`config.mk`:
```
export PLATFORM = sky130hd
export DESIGN_NAME = alu_exec_ctrl
export DESIGN_NICKNAME = d
export VERILOG_FILES = /design/src/rtl/alu_ctrl_pkg.sv /design/src/rtl/alu_muldiv_iter.sv /design/src/rtl/alu_exec_ctrl.sv
export SDC_FILE = /design/constraint.sdc
export NUM_CORES = 1
export LEC_CHECK = 0
export ABC_AREA = 1
export BUFFER_PORTS_ARGS = -buffer_cell sky130_fd_sc_hd__buf_4
export CAP_MARGIN = 20
export CORE_UTILIZATION = 54
export DETAILED_ROUTE_END_ITERATION = 8
export GPL_TIMING_DRIVEN = 0
export PLACE_DENSITY = 0.85
export SYNTH_ARGS = -nofsm -noshare
export SYNTH_HDL_FRONTEND = slang
export SYNTH_SLANG_ARGS = --single-unit
```
`constraint.sdc`:
```
create_clock -name Clock -period 2.4 [get_ports Clock]
set_input_delay 0.12 -clock Clock [delete_from_list [all_inputs] [get_ports Clock]]
set_output_delay 0.12 -clock Clock [all_outputs]
set_load 0.005 [all_outputs]
```
`src/rtl/alu_ctrl_pkg.sv`:
```
// rtl/alu_ctrl_pkg.sv - ALU operation codes, ALUOp classes, FSM state type and decode function
package alu_ctrl_pkg;

    // Operacioni codes driven to the ALU
    localparam logic [3:0] ALU_AND  = 4'b0000;
    localparam logic [3:0] ALU_OR   = 4'b0010;
    localparam logic [3:0] ALU_XOR  = 4'b0011;
    localparam logic [3:0] ALU_ADD  = 4'b0100;
    localparam logic [3:0] ALU_ADDI = 4'b0101;
    localparam logic [3:0] ALU_SLL  = 4'b0110;
    localparam logic [3:0] ALU_SLR  = 4'b0111;
    localparam logic [3:0] ALU_SLTI = 4'b1001;
    localparam logic [3:0] ALU_SUB  = 4'b1100;
    localparam logic [3:0] ALU_SUBI = 4'b1101;
    localparam logic [3:0] ALU_MUL  = 4'b1110;
    localparam logic [3:0] ALU_DIV  = 4'b1111;

    // Main-control ALU classes
    localparam logic [1:0] ALUOP_MEM = 2'b00;
    localparam logic [1:0] ALUOP_BR  = 2'b01;
    localparam logic [1:0] ALUOP_R   = 2'b10;
    localparam logic [1:0] ALUOP_I   = 2'b11;

    typedef enum logic [1:0] {
        IDLE = 2'b00,
        MUL  = 2'b01,
        DIV  = 2'b10,
        DONE = 2'b11
    } state_t;

    typedef struct packed {
        logic [3:0] op;
        logic       illegal;
    } decode_t;

    // Unlisted encodings fall through to the default: code 0000, illegal set.
    function automatic decode_t alu_decode(input logic [1:0] aluop,
                                           input logic [3:0] opcode,
                                           input logic [1:0] funct);
        decode_t d;
        d.op      = ALU_AND;
        d.illegal = 1'b1;
        case (aluop)
            ALUOP_MEM: begin d.op = ALU_ADD; d.illegal = 1'b0; end
            ALUOP_BR:  begin d.op = ALU_SUB; d.illegal = 1'b0; end
            ALUOP_R: begin
                case ({opcode, funct})
                    6'b0000_00: begin d.op = ALU_AND; d.illegal = 1'b0; end
                    6'b0000_01: begin d.op = ALU_OR;  d.illegal = 1'b0; end
                    6'b0000_10: begin d.op = ALU_XOR; d.illegal = 1'b0; end
                    6'b0001_00: begin d.op = ALU_ADD; d.illegal = 1'b0; end
                    6'b0001_01: begin d.op = ALU_SUB; d.illegal = 1'b0; end
                    6'b0010_00: begin d.op = ALU_SLL; d.illegal = 1'b0; end
                    6'b0010_01: begin d.op = ALU_SLR; d.illegal = 1'b0; end
                    6'b0011_00: begin d.op = ALU_MUL; d.illegal = 1'b0; end
                    6'b0011_01: begin d.op = ALU_DIV; d.illegal = 1'b0; end
                    default:    begin d.op = ALU_AND; d.illegal = 1'b1; end
                endcase
            end
            default: begin
                case (opcode)
                    4'b1001: begin d.op = ALU_ADDI; d.illegal = 1'b0; end
                    4'b1010: begin d.op = ALU_SUBI; d.illegal = 1'b0; end
                    4'b1011: begin d.op = ALU_SLTI; d.illegal = 1'b0; end
                    default: begin d.op = ALU_AND;  d.illegal = 1'b1; end
                endcase
            end
        endcase
        return d;
    endfunction

endpackage

```
`src/rtl/alu_muldiv_iter.sv`:
```
// rtl/alu_muldiv_iter.sv - iterative unsigned shift-add multiplier / restoring divider datapath
//
// Ports:
//   clk, reset      : clock, synchronous active-high reset
//   i_load          : capture operands and clear the counter
//   i_is_div        : operation selected at load (1 = divide, 0 = multiply)
//   i_step          : perform one iteration
//   i_a, i_b        : operands (multiplier/dividend, multiplicand/divisor)
//   o_next_lo/hi    : working value after the current iteration
//   o_last          : counter is at its final iteration (WIDTH-1)
module alu_muldiv_iter #(
    parameter int WIDTH = 16
) (
    input  logic             clk,
    input  logic             reset,
    input  logic             i_load,
    input  logic             i_is_div,
    input  logic             i_step,
    input  logic [WIDTH-1:0] i_a,
    input  logic [WIDTH-1:0] i_b,
    output logic [WIDTH-1:0] o_next_lo,
    output logic [WIDTH-1:0] o_next_hi,
    output logic             o_last
);

    localparam int CNT_W = $clog2(WIDTH) + 1;

    logic [WIDTH-1:0] r_lo;
    logic [WIDTH-1:0] r_hi;
    logic [WIDTH-1:0] r_b;
    logic             r_is_div;
    logic [CNT_W-1:0] r_cnt;

    logic [WIDTH:0]   w_sum;
    logic [WIDTH:0]   w_shift;
    logic             w_ge;
    logic [WIDTH-1:0] w_diff;

    // Multiply: {hi,lo} holds partial product above the remaining multiplier bits.
    assign w_sum   = {1'b0, r_hi} + (r_lo[0] ? {1'b0, r_b} : '0);

    // Divide: {hi,lo} holds remainder above the unconsumed dividend / growing quotient.
    // The remainder is always below the divisor, so the low WIDTH bits of the
    // difference are exact whenever the trial subtraction succeeds.
    assign w_shift = {r_hi, r_lo[WIDTH-1]};
    assign w_ge    = (w_shift >= {1'b0, r_b});
    assign w_diff  = w_shift[WIDTH-1:0] - r_b;

    always_comb begin
        o_next_lo = '0;
        o_next_hi = '0;
        if (r_is_div) begin
            o_next_hi = w_ge ? w_diff : w_shift[WIDTH-1:0];
            o_next_lo = {r_lo[WIDTH-2:0], w_ge};
        end else begin
            o_next_hi = w_sum[WIDTH:1];
            o_next_lo = {w_sum[0], r_lo[WIDTH-1:1]};
        end
    end

    assign o_last = (r_cnt == CNT_W'(WIDTH - 1));

    always_ff @(posedge clk) begin
        if (reset) begin
            r_lo     <= '0;
            r_hi     <= '0;
            r_b      <= '0;
            r_is_div <= 1'b0;
            r_cnt    <= '0;
        end else if (i_load) begin
            r_lo     <= i_a;
            r_hi     <= '0;
            r_b      <= i_b;
            r_is_div <= i_is_div;
            r_cnt    <= '0;
        end else if (i_step) begin
            r_lo <= o_next_lo;
            r_hi <= o_next_hi;
            // Counter saturates at WIDTH-1; the FSM leaves on that count.
            if (!o_last) begin
                r_cnt <= r_cnt + CNT_W'(1);
            end
        end
    end

endmodule

```
`src/rtl/alu_exec_ctrl.sv`:
```
// rtl/alu_exec_ctrl.sv - ALU control decode plus sequencing of iterative MUL/DIV
//
// Ports:
//   Clock, Reset              : clock, synchronous active-high reset
//   Start                     : accept the presented instruction (IDLE only)
//   OPCODE, ALUOp, FUNCT      : instruction fields for decode
//   OperandA, OperandB        : unsigned source operands
//   Operacioni                : registered ALU operation code
//   MultiCycle                : accepted instruction is MUL or DIV
//   Busy                      : iterative operation in progress
//   Done                      : one-cycle completion pulse
//   Illegal                   : accepted encoding not in the decode table
//   DivZero                   : DIV accepted with OperandB == 0
//   ResultLo, ResultHi        : product low/high, or quotient/remainder
module alu_exec_ctrl
    import alu_ctrl_pkg::*;
#(
    parameter int WIDTH = 16
) (
    input  logic             Clock,
    input  logic             Reset,
    input  logic             Start,
    input  logic [3:0]       OPCODE,
    input  logic [1:0]       ALUOp,
    input  logic [1:0]       FUNCT,
    input  logic [WIDTH-1:0] OperandA,
    input  logic [WIDTH-1:0] OperandB,
    output logic [3:0]       Operacioni,
    output logic             MultiCycle,
    output logic             Busy,
    output logic             Done,
    output logic             Illegal,
    output logic             DivZero,
    output logic [WIDTH-1:0] ResultLo,
    output logic [WIDTH-1:0] ResultHi
);

    state_t           r_state;
    state_t           w_state_nxt;

    logic [3:0]       r_op;
    logic             r_illegal;
    logic             r_multi;
    logic             r_divzero;
    logic [WIDTH-1:0] r_lo;
    logic [WIDTH-1:0] r_hi;

    decode_t          w_dec;
    logic             w_accept;
    logic             w_is_mul;
    logic             w_is_div;
    logic             w_b_zero;
    logic             w_load;
    logic             w_busy;
    logic             w_last;
    logic [WIDTH-1:0] w_next_lo;
    logic [WIDTH-1:0] w_next_hi;

    assign w_dec    = alu_decode(ALUOp, OPCODE, FUNCT);
    assign w_is_mul = !w_dec.illegal && (w_dec.op == ALU_MUL);
    assign w_is_div = !w_dec.illegal && (w_dec.op == ALU_DIV);
    assign w_b_zero = (OperandB == '0);
    assign w_accept = (r_state == IDLE) && Start;
    // Divide-by-zero completes without touching the iterative datapath.
    assign w_load   = w_accept && (w_is_mul || (w_is_div && !w_b_zero));
    assign w_busy   = (r_state == MUL) || (r_state == DIV);

    alu_muldiv_iter #(
        .WIDTH (WIDTH)
    ) u_iter (
        .clk       (Clock),
        .reset     (Reset),
        .i_load    (w_load),
        .i_is_div  (w_is_div),
        .i_step    (w_busy),
        .i_a       (OperandA),
        .i_b       (OperandB),
        .o_next_lo (w_next_lo),
        .o_next_hi (w_next_hi),
        .o_last    (w_last)
    );

    always_ff @(posedge Clock) begin
        if (Reset) begin
            r_state <= IDLE;
        end else begin
            r_state <= w_state_nxt;
        end
    end

    always_comb begin
        w_state_nxt = r_state;
        Busy        = 1'b0;
        Done        = 1'b0;
        case (r_state)
            IDLE: begin
                if (Start) begin
                    if (w_is_mul) begin
                        w_state_nxt = MUL;
                    end else if (w_is_div && !w_b_zero) begin
                        w_state_nxt = DIV;
                    end else begin
                        w_state_nxt = DONE;
                    end
                end
            end
            MUL, DIV: begin
                Busy = 1'b1;
                if (w_last) begin
                    w_state_nxt = DONE;
                end
            end
            DONE: begin
                Done        = 1'b1;
                w_state_nxt = IDLE;
            end
            default: w_state_nxt = IDLE;
        endcase
    end

    always_ff @(posedge Clock) begin
        if (Reset) begin
            r_op      <= ALU_AND;
            r_illegal <= 1'b0;
            r_multi   <= 1'b0;
            r_divzero <= 1'b0;
            r_lo      <= '0;
            r_hi      <= '0;
        end else if (w_accept) begin
            r_op      <= w_dec.op;
            r_illegal <= w_dec.illegal;
            r_multi   <= w_is_mul || w_is_div;
            r_divzero <= w_is_div && w_b_zero;
            if (w_is_div && w_b_zero) begin
                r_lo <= '1;
                r_hi <= OperandA;
            end
        end else if (w_busy && w_last) begin
            r_lo <= w_next_lo;
            r_hi <= w_next_hi;
        end
    end

    assign Operacioni = r_op;
    assign Illegal    = r_illegal;
    assign MultiCycle = r_multi;
    assign DivZero    = r_divzero;
    assign ResultLo   = r_lo;
    assign ResultHi   = r_hi;

endmodule

```
# After elaboration in Yosys (flattened, before gate mapping)
# Memories as Yosys holds them, arrays and structs flattened.
# Cells that the tools add are included.
# Widths: inputs -> output; s select.
# word_totals
ff_bits	95
latch_bits	0
ram_bits	0
romBits	80
input_bits	43
elab_cells	77
memories	1
# memory_table
name	words	width	read_ports	rd_ports_with_merged_regs	wr	line	text
(name not given)	16	5	1	0	0	alu_ctrl_pkg.sv:47	case ({opcode, funct})
# op_classes
n_addsub	3
mul	0
div	0
magnitude_cmp	1
eq_ne	14
shifts	0
mux	22
bitwise	1
reduce_logical	23
# op_table
op	n
$mux 16	12
$pmux 5 s3	2
$eq 4x4->1 const B	5
$add 16x17->17	1
$ge 17x16->1	1
$logic_not 16->1	1
$sub 16x16->16	1
$logic_and 1x1->1	7
$eq 2x2->1 const B	3
$logic_not 2->1	3
$mux 2	3
$pmux 2 s3	1
$reduce_and 2->1	3
$add 5x1->5 const B	1
$eq 5x4->1 const B	1
$mux 5	1
$eq 2x1->1 const B	2
$ne 2x2->1 const B	2
$reduce_bool 2->1	2
$reduce_or 2->1	2
$logic_or 1x1->1	3
$mux 1	3
$logic_not 1->1	2
$ne 2x1->1 const B	1
$not 1->1	1

# Logic depth before layout (Yosys ltp)
# Gate-level depths: netlist of the first run.
# logic_depth
ltp_word	10
mapped_depth	20

# By module
# A second synthesis of the first run with hierarchy kept.
# unflattened
hier_cells	1158
area_unflattened_um2	7119.3
# by_module_without_submodules
mod	n_inst	cells_per_inst	area_per_inst_um2
alu_muldiv_iter	1	806	4789.6
alu_exec_ctrl	1	352	2329.7

# Worst setup path after synthesis of the first run
# Ideal clock, no wire load.
# synth_path
path_kind	register -> register
from	register u_iter.r_lo[0]
to	register u_iter.r_hi[11]
setup_time_ns	0.109
arrival_time_ns	2.188
t_required_ns	2.291
path_slack_ns	0.104
stages_incl_launch_ff	21
path_buffers	2
synth_period_minus_slack_ns	2.296
cell_sequence	dfxtp_1 -> clkbuf_1 -> clkbuf_1 -> nand2_1 -> inv_1 -> ha_1 -> fa_1 -> nand2_1 -> nand2_1 -> nand3b_1 -> nand2_1 -> nand2_1 -> nand2_1 -> nand2_1 -> nand2_1 -> nand2_1 -> nand3_1 -> nand2_1 -> nand2_1 -> nand2_1 -> inv_1
# synth_via
elab_chain_cells	3
# synth_rtl
element	line	text
start, declared	alu_muldiv_iter.sv:28	logic [WIDTH-1:0] r_lo;
start signal, assigned	alu_muldiv_iter.sv:71	r_lo <= i_a;
start signal, assigned	alu_muldiv_iter.sv:77	r_lo <= o_next_lo;
$mux 16	alu_muldiv_iter.sv:40	assign w_sum = {1'b0, r_hi} + (r_lo[0] ? {1'b0, r_b} : '0);
$add 16x17->17	alu_muldiv_iter.sv:40	
$mux 16	alu_muldiv_iter.sv:52	if (r_is_div) begin
end signal, assigned	alu_muldiv_iter.sv:78	r_hi <= o_next_hi;
end, declared	alu_muldiv_iter.sv:29	logic [WIDTH-1:0] r_hi;
# Every way passes these cells.
# A chain may end at the register's enable or synchronous reset.

# Worst setup path in the final report of the first run
# layout_path
from	register u_iter.r_hi[9]
to	register r_hi[1] (netlist: ResultHi[1])
# layout_via
elab_chain_cells	5
# layout_rtl
element	line	text
$ge 17x16->1	alu_muldiv_iter.sv:46	assign w_ge = (w_shift >= {1'b0, r_b});
$mux 16	alu_muldiv_iter.sv:53	o_next_hi = w_ge ? w_diff : w_shift[WIDTH-1:0];
$mux 16	alu_muldiv_iter.sv:52	
$mux 16	alu_exec_ctrl.sv:138	end else if (w_busy && w_last) begin
$mux 16	alu_exec_ctrl.sv:129	end else if (w_accept) begin
end signal, assigned	alu_exec_ctrl.sv:136	r_hi <= OperandA;
end signal, assigned	alu_exec_ctrl.sv:140	r_hi <= w_next_hi;
end, declared	alu_exec_ctrl.sv:46	logic [WIDTH-1:0] r_hi;
# Every way passes these cells. The select of a mux whose other input is x is not followed.

==> results of run 1 <==
power by group through the flow:
stage                     Clock (mW)  Combinational, mW  Sequential [mW]
final                           1.50               3.88             1.94
after global routing            1.56               4.30             1.95
after CTS                       1.48               3.33             1.89
after detailed placement           0               3.29             1.91
after global placement             0               3.22             1.91
after floorplan                    0               2.50             1.85
worst min-delay path, cell delays in order:
cell	delay, ns
buf_4	0.09
o21ai_1	0.06
nor2_1	0.07
final cells by class:
cell class	count	area, sq um
Multi-Input combinational cell	753	4360
Fill cell	1051	3727
Sequential cell	95	1911
Timing Repair Buffer	96	738.2
Inverter	162	610.6
Buffer	42	256.5
Clock buffer	11	242.7
Tap cell	168	210.2
Clock inverter	4	55.05
logic make-up after synthesis:
kind of cell,share of synthesized area [%]
muxes,1.927
xor gates and xnor gates,1.557
and+or+nand+nor,31.08
buffers and inverters,12.58
adders and majority gates,8.006
AOI/OAI and AO/OA,16.68
DFF,28.17
sequential cells by signal (all words and copies together), names as in the netlist:
| register | count |
|---|---|
| ResultHi | 16 |
| ResultLo | 16 |
| u_iter.r_b | 16 |
| u_iter.r_hi | 16 |
| u_iter.r_lo | 16 |
| u_iter.r_cnt | 5 |
| Operacioni | 4 |
| r_state | 2 |
| DivZero | 1 |
| Illegal | 1 |
| MultiCycle | 1 |
| u_iter.r_is_div | 1 |
cells in the final DEF, fill, tap and decap left out, drive strengths merged, types with 2 or more instances in the layout:
cell type  count
inv          163
clkbuf        35
nand4         10
nor3           6
nand2        265
dfxtp         95
xor2           8
nand3b         4
fa             2
nor2         111
mux2i         13
ha            40
nand3         82
o31ai         15
and2           3
buf          114
xnor2          4
o211ai         3
o21ai         89
a211oi         2
or2            5
a21oi         88
worst paths after layout:
| path | to | slack (ns) | cells past startpoint |
|---|---|---|---|
| worst max-delay path | ResultHi[1]$_SDFFE_PP0P_ | 0.008 | 14 |
| worst max register to register | ResultHi[1]$_SDFFE_PP0P_ | 0.008 | 14 |
| worst min register to register | MultiCycle$_SDFFE_PP0P_ | 0.47 | 2 |
| worst min-delay path | u_iter.r_b[0]$_SDFFE_PP0P_ | 0.01 | 3 |
stage by stage:
| stage | worst slack [ns] | hold WS [ns] | instances |
|---|---|---|---|
| after floorplan | 0.1035 | 0.2657 | 1053 |
| after global placement | -0.3734 | 0.3672 | 1303 |
| after detailed placement | -0.4224 | 0.3840 | 1303 |
| after CTS | 0.006470 | 0.01865 | 1317 |
| after global routing | -0.08054 | 0.03071 | 1331 |
| final | 0.007809 | 0.01360 | 1331 |
per-layer routing:
layer | GRT usage [%] | vias to the layer above
met5 | 0 | -
met4 | 14.63 | 0
met3 | 5.739 | 80
met2 | 51.91 | 366
met1 | 41.85 | 3418
li1 | - | 3583
timing repair:
item | in CTS | in global routing
resized for setup | 8 | 72
gates cloned | 0 | 1
pin swaps | 1 | 15
endpoints found under the hold margin | 0 | 0
setup endpoints to repair | 29 | 40
buffers inserted | 0 | 13
==> impl_metrics.py, run 1 <==
metrics = {
    "status": {
        "outcome": "finished clean",
    },
    "placement": {
        "dp.final_hpwl_mm": 15.74,
        "io_buffers": 82,
        "place.gp.congestion": 0.9766,
        "placed_area_sq_mm": 0.007577,
    },
    "timing": {
        "fmax_mhz": 418.0,
        "worst_slew_pin_slew_ns": 0.8319,
        "finalCritPeriodShare_pct": 99.67,
        "final-setup-viol-count": 0,
        "slew_violations": 0,
        "setup_tns_ns": 0,
        "rsz0062_at_grt": "yes",
        "final_hold_viol_count": 0,
        "fin_crit_ns": 2.392,
        "slew_headroom_pct": 44.54,
        "final.setup_skew_ns": 0.008952,
    },
    "clocking": {
        "insertion_delay_ns": 0.36,
        "cts-buffers-inserted": 9,
        "clk_path_buf_depth": 2,
        "hold_buffers": 0,
        "ctsRootBufferMaster": "clkbuf_16",
        "path_clk_slew_ns": 0.07,
        "cts_tree": "done",
        "cts.sinks": 95,
        "htree_num_levels": 3,
    },
    "floorplanning": {
        "initial_utilization_pct": 55.74,
        "row_count": 40,
        "die_h_microns": 113.8,
        "chipWidth_microns": 113.8,
        "die_area_sq_mm": 0.01295,
        "io_pins": 84,
        "core_area_sq_mm": 0.01211,
    },
    "detailed_routing": {
        "highest_layer": "met4",
        "drc": 0,
        "dr_wl_met2_mm": 9.762,
        "via_per_inst": 5.595,
        "wl_met3_mm": 1.803,
        "ant_nets": 0,
        "m1WireLength_mm": 8.932,
        "first_pass_iters": 5,
        "initialDrtViolationCount": 674,
        "wirelength_mm": 21.42,
        "vias": 7447,
        "wl_per_cell_microns": 16.09,
    },
    "setup_path": {
        "cpLargestDelayFamily": "simple AND/OR/NAND/NOR gates",
        "cpPeakStageDelay_ns": 0.57,
        "critPathMostFrequentCell": "nand2_1",
        "cp_data_arrival_time_ns": 2.68,
        "critical_path_class": "register to register",
        "path_buf_inv": 2,
        "cp-startpoint": "u_iter.r_hi[9]$_SDFFE_PP0N_",
        "regToRegStartpoint": "u_iter.r_hi[9]$_SDFFE_PP0N_",
        "cp_data_required_time_ns": 2.69,
        "start_kind": "register",
        "slowest_stage": "dfxtp_1",
        "crit_path_end_kind": "register",
        "path_cells": "ha_4 -> nand2_1 -> nor2_2 -> buf_4 -> a21oi_2 -> nand2_2 -> nand2_4 -> nand2_8 -> buf_6 -> nand2_1 -> nand3_1 -> nand2_1 -> nand2_1 -> a21oi_1",
        "path_max_fanout": 10,
    },
    "yosys": {
        "synth_async_sr_flop_share_pct": 0,
        "ys_warn_count": 0,
        "synth_area_per_cell_sq_um": 6.412,
        "ys_seq_elements": 95,
        "synth_top_area_cell": "dfxtp_1",
        "synth.top_cells.by_area": "dfxtp_1 (28%), nand2_1 (14%), inv_1 (8.7%)",
        "synth.most_common_cell": "nand2_1",
        "synth_edf_count": 0,
        "synth_top_area_share_pct": 28.17,
        "synth.net_count": 1138,
        "syn_area_sq_mm": 0.006751,
        "synthDistinctLibCells": 39,
        "ys.flop_type": "dfxtp_1",
        "yosysSeqAreaShare_pct": 28.17,
        "postSynthCellCount": 1053,
        "synth_common_cells": "nand2_1 (256), inv_1 (156), nor2_1 (106), dfxtp_1 (95), a21oi_1 (88)",
    },
    "global_route": {
        "antenna_found_initial": 0,
        "grt_max_degree": 16,
        "grt_pass1_vias": 6556,
        "grt_pass1_wl_mm": 32.40,
        "grt_usage_pct": 32.13,
        "grt-ovfl-total": 0,
    },
    "power_and_ir_drop": {
        "p_int_mw": 3.991,
        "power_mw": 7.316,
        "comb_power_share_pct": 53.0,
        "power.switching_mw": 3.325,
        "powerDensity_mw_per_mm2": 872.5,
        "leakage_nw": 4.185,
        "p_seq_share_pct": 26.5,
        "ir_worst_vdd_mv": 0.5558,
        "clock_power_share_pct": 20.5,
        "swShare_pct": 45.45,
    },
    "layout": {
        "nets": 1244,
        "final_layout_size_suffix_gt1_share_pct": 19.86,
        "syn2layout_area_growth_pct": 24.18,
        "finalInstanceArea_sq_mm": 0.008384,
        "utilization_pct": 69.23,
        "antennaDiodeCount": 0,
    },
    "min_path": {
        "min_from": "OperandB[0]",
        "hp-class": "primary input to register",
    },
    "run": {
        "drv_cap": 0,
    },
}
(Power assumes the default switching activity.)
==> run 2: changes to the inputs <==
- CORE_MARGIN: default -> 2
==> run 2 against run 1 <==
  * Cell area is 1.7% lower
  * Total power decreased by 1.7%
  * Clock power about the same
  * Combinational power down 3%
  * Clock-buffer cell count is 1 lower
  * Sequential power is essentially flat
  * Fmax is 2.0% higher
  * Die area rose by 3.5%
  * Clock skew down 0.0035 ns
  * Critical path depth up 2
==> impl_metrics.py, run 2 (same netlist as run 1, synthesis figures left out) <==
metrics = {
    "status": {
        "outcome": "finished clean",
    },
    "timing": {
        "worst_slew_pin_slew_ns": 0.7715,
        "slew_violations": 0,
        "hold_ws_ns": 0.02919,
        "fin_crit_ns": 2.346,
        "rsz0062_at_grt": "yes",
        "final_hold_viol_count": 0,
        "final.setup_skew_ns": 0.005450,
        "slew_headroom_pct": 48.57,
        "fmax_mhz": 426.2,
        "final-setup-viol-count": 0,
        "finalCritPeriodShare_pct": 97.76,
    },
    "power_and_ir_drop": {
        "powerDensity_mw_per_mm2": 872.5,
        "ir_worst_vdd_mv": 0.7282,
        "power_mw": 7.194,
        "p_seq_share_pct": 26.7,
        "comb_power_share_pct": 52.2,
        "clock_power_share_pct": 21.1,
        "swShare_pct": 45.66,
        "leakage_nw": 4.164,
        "p_int_mw": 3.909,
        "power.switching_mw": 3.285,
    },
    "setup_path": {
        "start_kind": "register",
        "critical_path_class": "register to register",
        "path_max_fanout": 6,
        "cp_data_arrival_time_ns": 2.61,
        "crit_path_end_kind": "register",
        "cp_data_required_time_ns": 2.66,
    },
    "detailed_routing": {
        "via_per_inst": 5.580,
        "ant_nets": 0,
        "first_pass_iters": 8,
        "vias": 7404,
        "initialDrtViolationCount": 801,
        "wirelength_mm": 20.91,
        "drc": 0,
        "wl_per_cell_microns": 15.76,
    },
    "placement": {
        "io_buffers": 82,
        "place.gp.congestion": 1.060,
        "dp.final_hpwl_mm": 15.65,
        "place_inst": 1303,
    },
    "floorplanning": {
        "row_count": 40,
        "initial_utilization_pct": 55.74,
        "core_area_sq_mm": 0.01211,
        "die_area_sq_mm": 0.01341,
        "io_pins": 84,
        "chipWidth_microns": 115.8,
        "die_h_microns": 115.8,
    },
    "clocking": {
        "htree_num_levels": 3,
        "ctsRootBufferMaster": "clkbuf_16",
        "cts-buffers-inserted": 9,
        "clk_path_buf_depth": 2,
        "hold_buffers": 0,
        "insertion_delay_ns": 0.36,
        "cts.sinks": 95,
        "cts_tree": "done",
        "path_clk_slew_ns": 0.07,
    },
    "global_route": {
        "grt_pass1_wl_mm": 32.04,
        "grt_max_degree": 18,
        "antenna_found_initial": 0,
        "grt_pass1_vias": 6588,
        "grt_usage_pct": 30.75,
        "grt-ovfl-total": 0,
    },
    "layout": {
        "fin_cells": 1327,
        "final_common_cell": "nand2_1",
        "nets": 1239,
        "antennaDiodeCount": 0,
        "final_layout_size_suffix_gt1_share_pct": 18.21,
        "syn2layout_area_growth_pct": 22.13,
        "final_cell_mix": "nand2_1 (247), inv_1 (155), nor2_1 (103)",
        "utilization_pct": 68.08,
    },
    "min_path": {
        "hp-class": "primary input to register",
    },
    "run": {
        "drv_cap": 0,
    },
}
[run 2: per-stage QoR]
step / setup WS (ns) / TNS (ns) / instance area [sq um]
final: 0.05375 / 0 / 8245
after global routing: -0.08057 / -0.2226 / 8245
after CTS: 0.0008138 / 0 / 7904
after detailed placement: -0.3701 / -5.855 / 7577
after global placement: -0.3623 / -5.381 / 7577
after floorplan: 0.1035 / 0 / 6751
[run 2: path summary, 6_finish.rpt]
| kind | slack [ns] | endpoint | depth (start not counted) | startpoint |
|---|---|---|---|---|
| setup / recovery | 0.05 | u_iter.r_hi[12]$_SDFFE_PP0N_ | 16 | u_iter.r_lo[0]$_SDFFE_PP0P_ |
| hold / removal | 0.03 | u_iter.r_b[0]$_SDFFE_PP0P_ | 3 | OperandB[0] |
| setup reg to reg | 0.05 | u_iter.r_hi[12]$_SDFFE_PP0N_ | 16 | u_iter.r_lo[0]$_SDFFE_PP0P_ |
| hold reg to reg | 0.47 | MultiCycle$_SDFFE_PP0P_ | 2 | MultiCycle$_SDFFE_PP0P_ |
[run 2: metal layers]
| metal | part of all wire [%] | up-vias | global-route usage, % | wire length [microns] |
|---|---|---|---|---|
| met4 | 3.7 | 0 | 13.73 | 782 |
| met3 | 9.6 | 72 | 4.550 | 2017 |
| met1 | 42 | 3365 | 41.81 | 8761 |
| met5 | 0 | - | 0 | 0 |
| li1 | - | 3572 | - | - |
| met2 | 45 | 395 | 48.54 | 9352 |
[run 2: area by class of cell]
type                    instances  area (sq um)
multi-input cells             753          4252
clock buffers                  10         229.0
well taps                     168         210.2
inverters                     162         608.1
fillers                      1082          3866
flip-flops and latches         95          1913
repair buffers                 91         700.7
clock inverters                 6         73.82
plain buffers                  42         259.0
[run 2: what timing repair did]
item                       in CTS  in global routing
pin swaps                       0                 12
gates cloned                    0                  1
buffers inserted                0                  8
setup endpoints to repair      27                 40
hold endpoints to repair        0                  0
gates resized for setup         8                 51
[run 2: power by group through the flow]
| stage | Clock (mW) | Combinational (mW) | Sequential [mW] |
|---|---|---|---|
| after floorplan | 0 | 2.50 | 1.85 |
| after global placement | 0 | 3.24 | 1.90 |
| after detailed placement | 0 | 3.30 | 1.91 |
| after CTS | 1.52 | 3.34 | 1.89 |
| after global routing | 1.59 | 4.17 | 1.92 |
| final | 1.52 | 3.76 | 1.92 |
[run 2: critical path, stage by stage, from the launching register on]
cell and delay [ns]:
dfxtp_4 0.37, buf_4 0.16, nand2_1 0.05, inv_1 0.05, ha_1 0.33, a21oi_1 0.22, nand2_2 0.14, nand2_1 0.08
nand2_1 0.13, nand3_1 0.14, nand2_1 0.06, nand2_1 0.06, nand3_1 0.15, nand2_1 0.13, nand2_1 0.05, nand2_1 0.08
inv_1 0.04
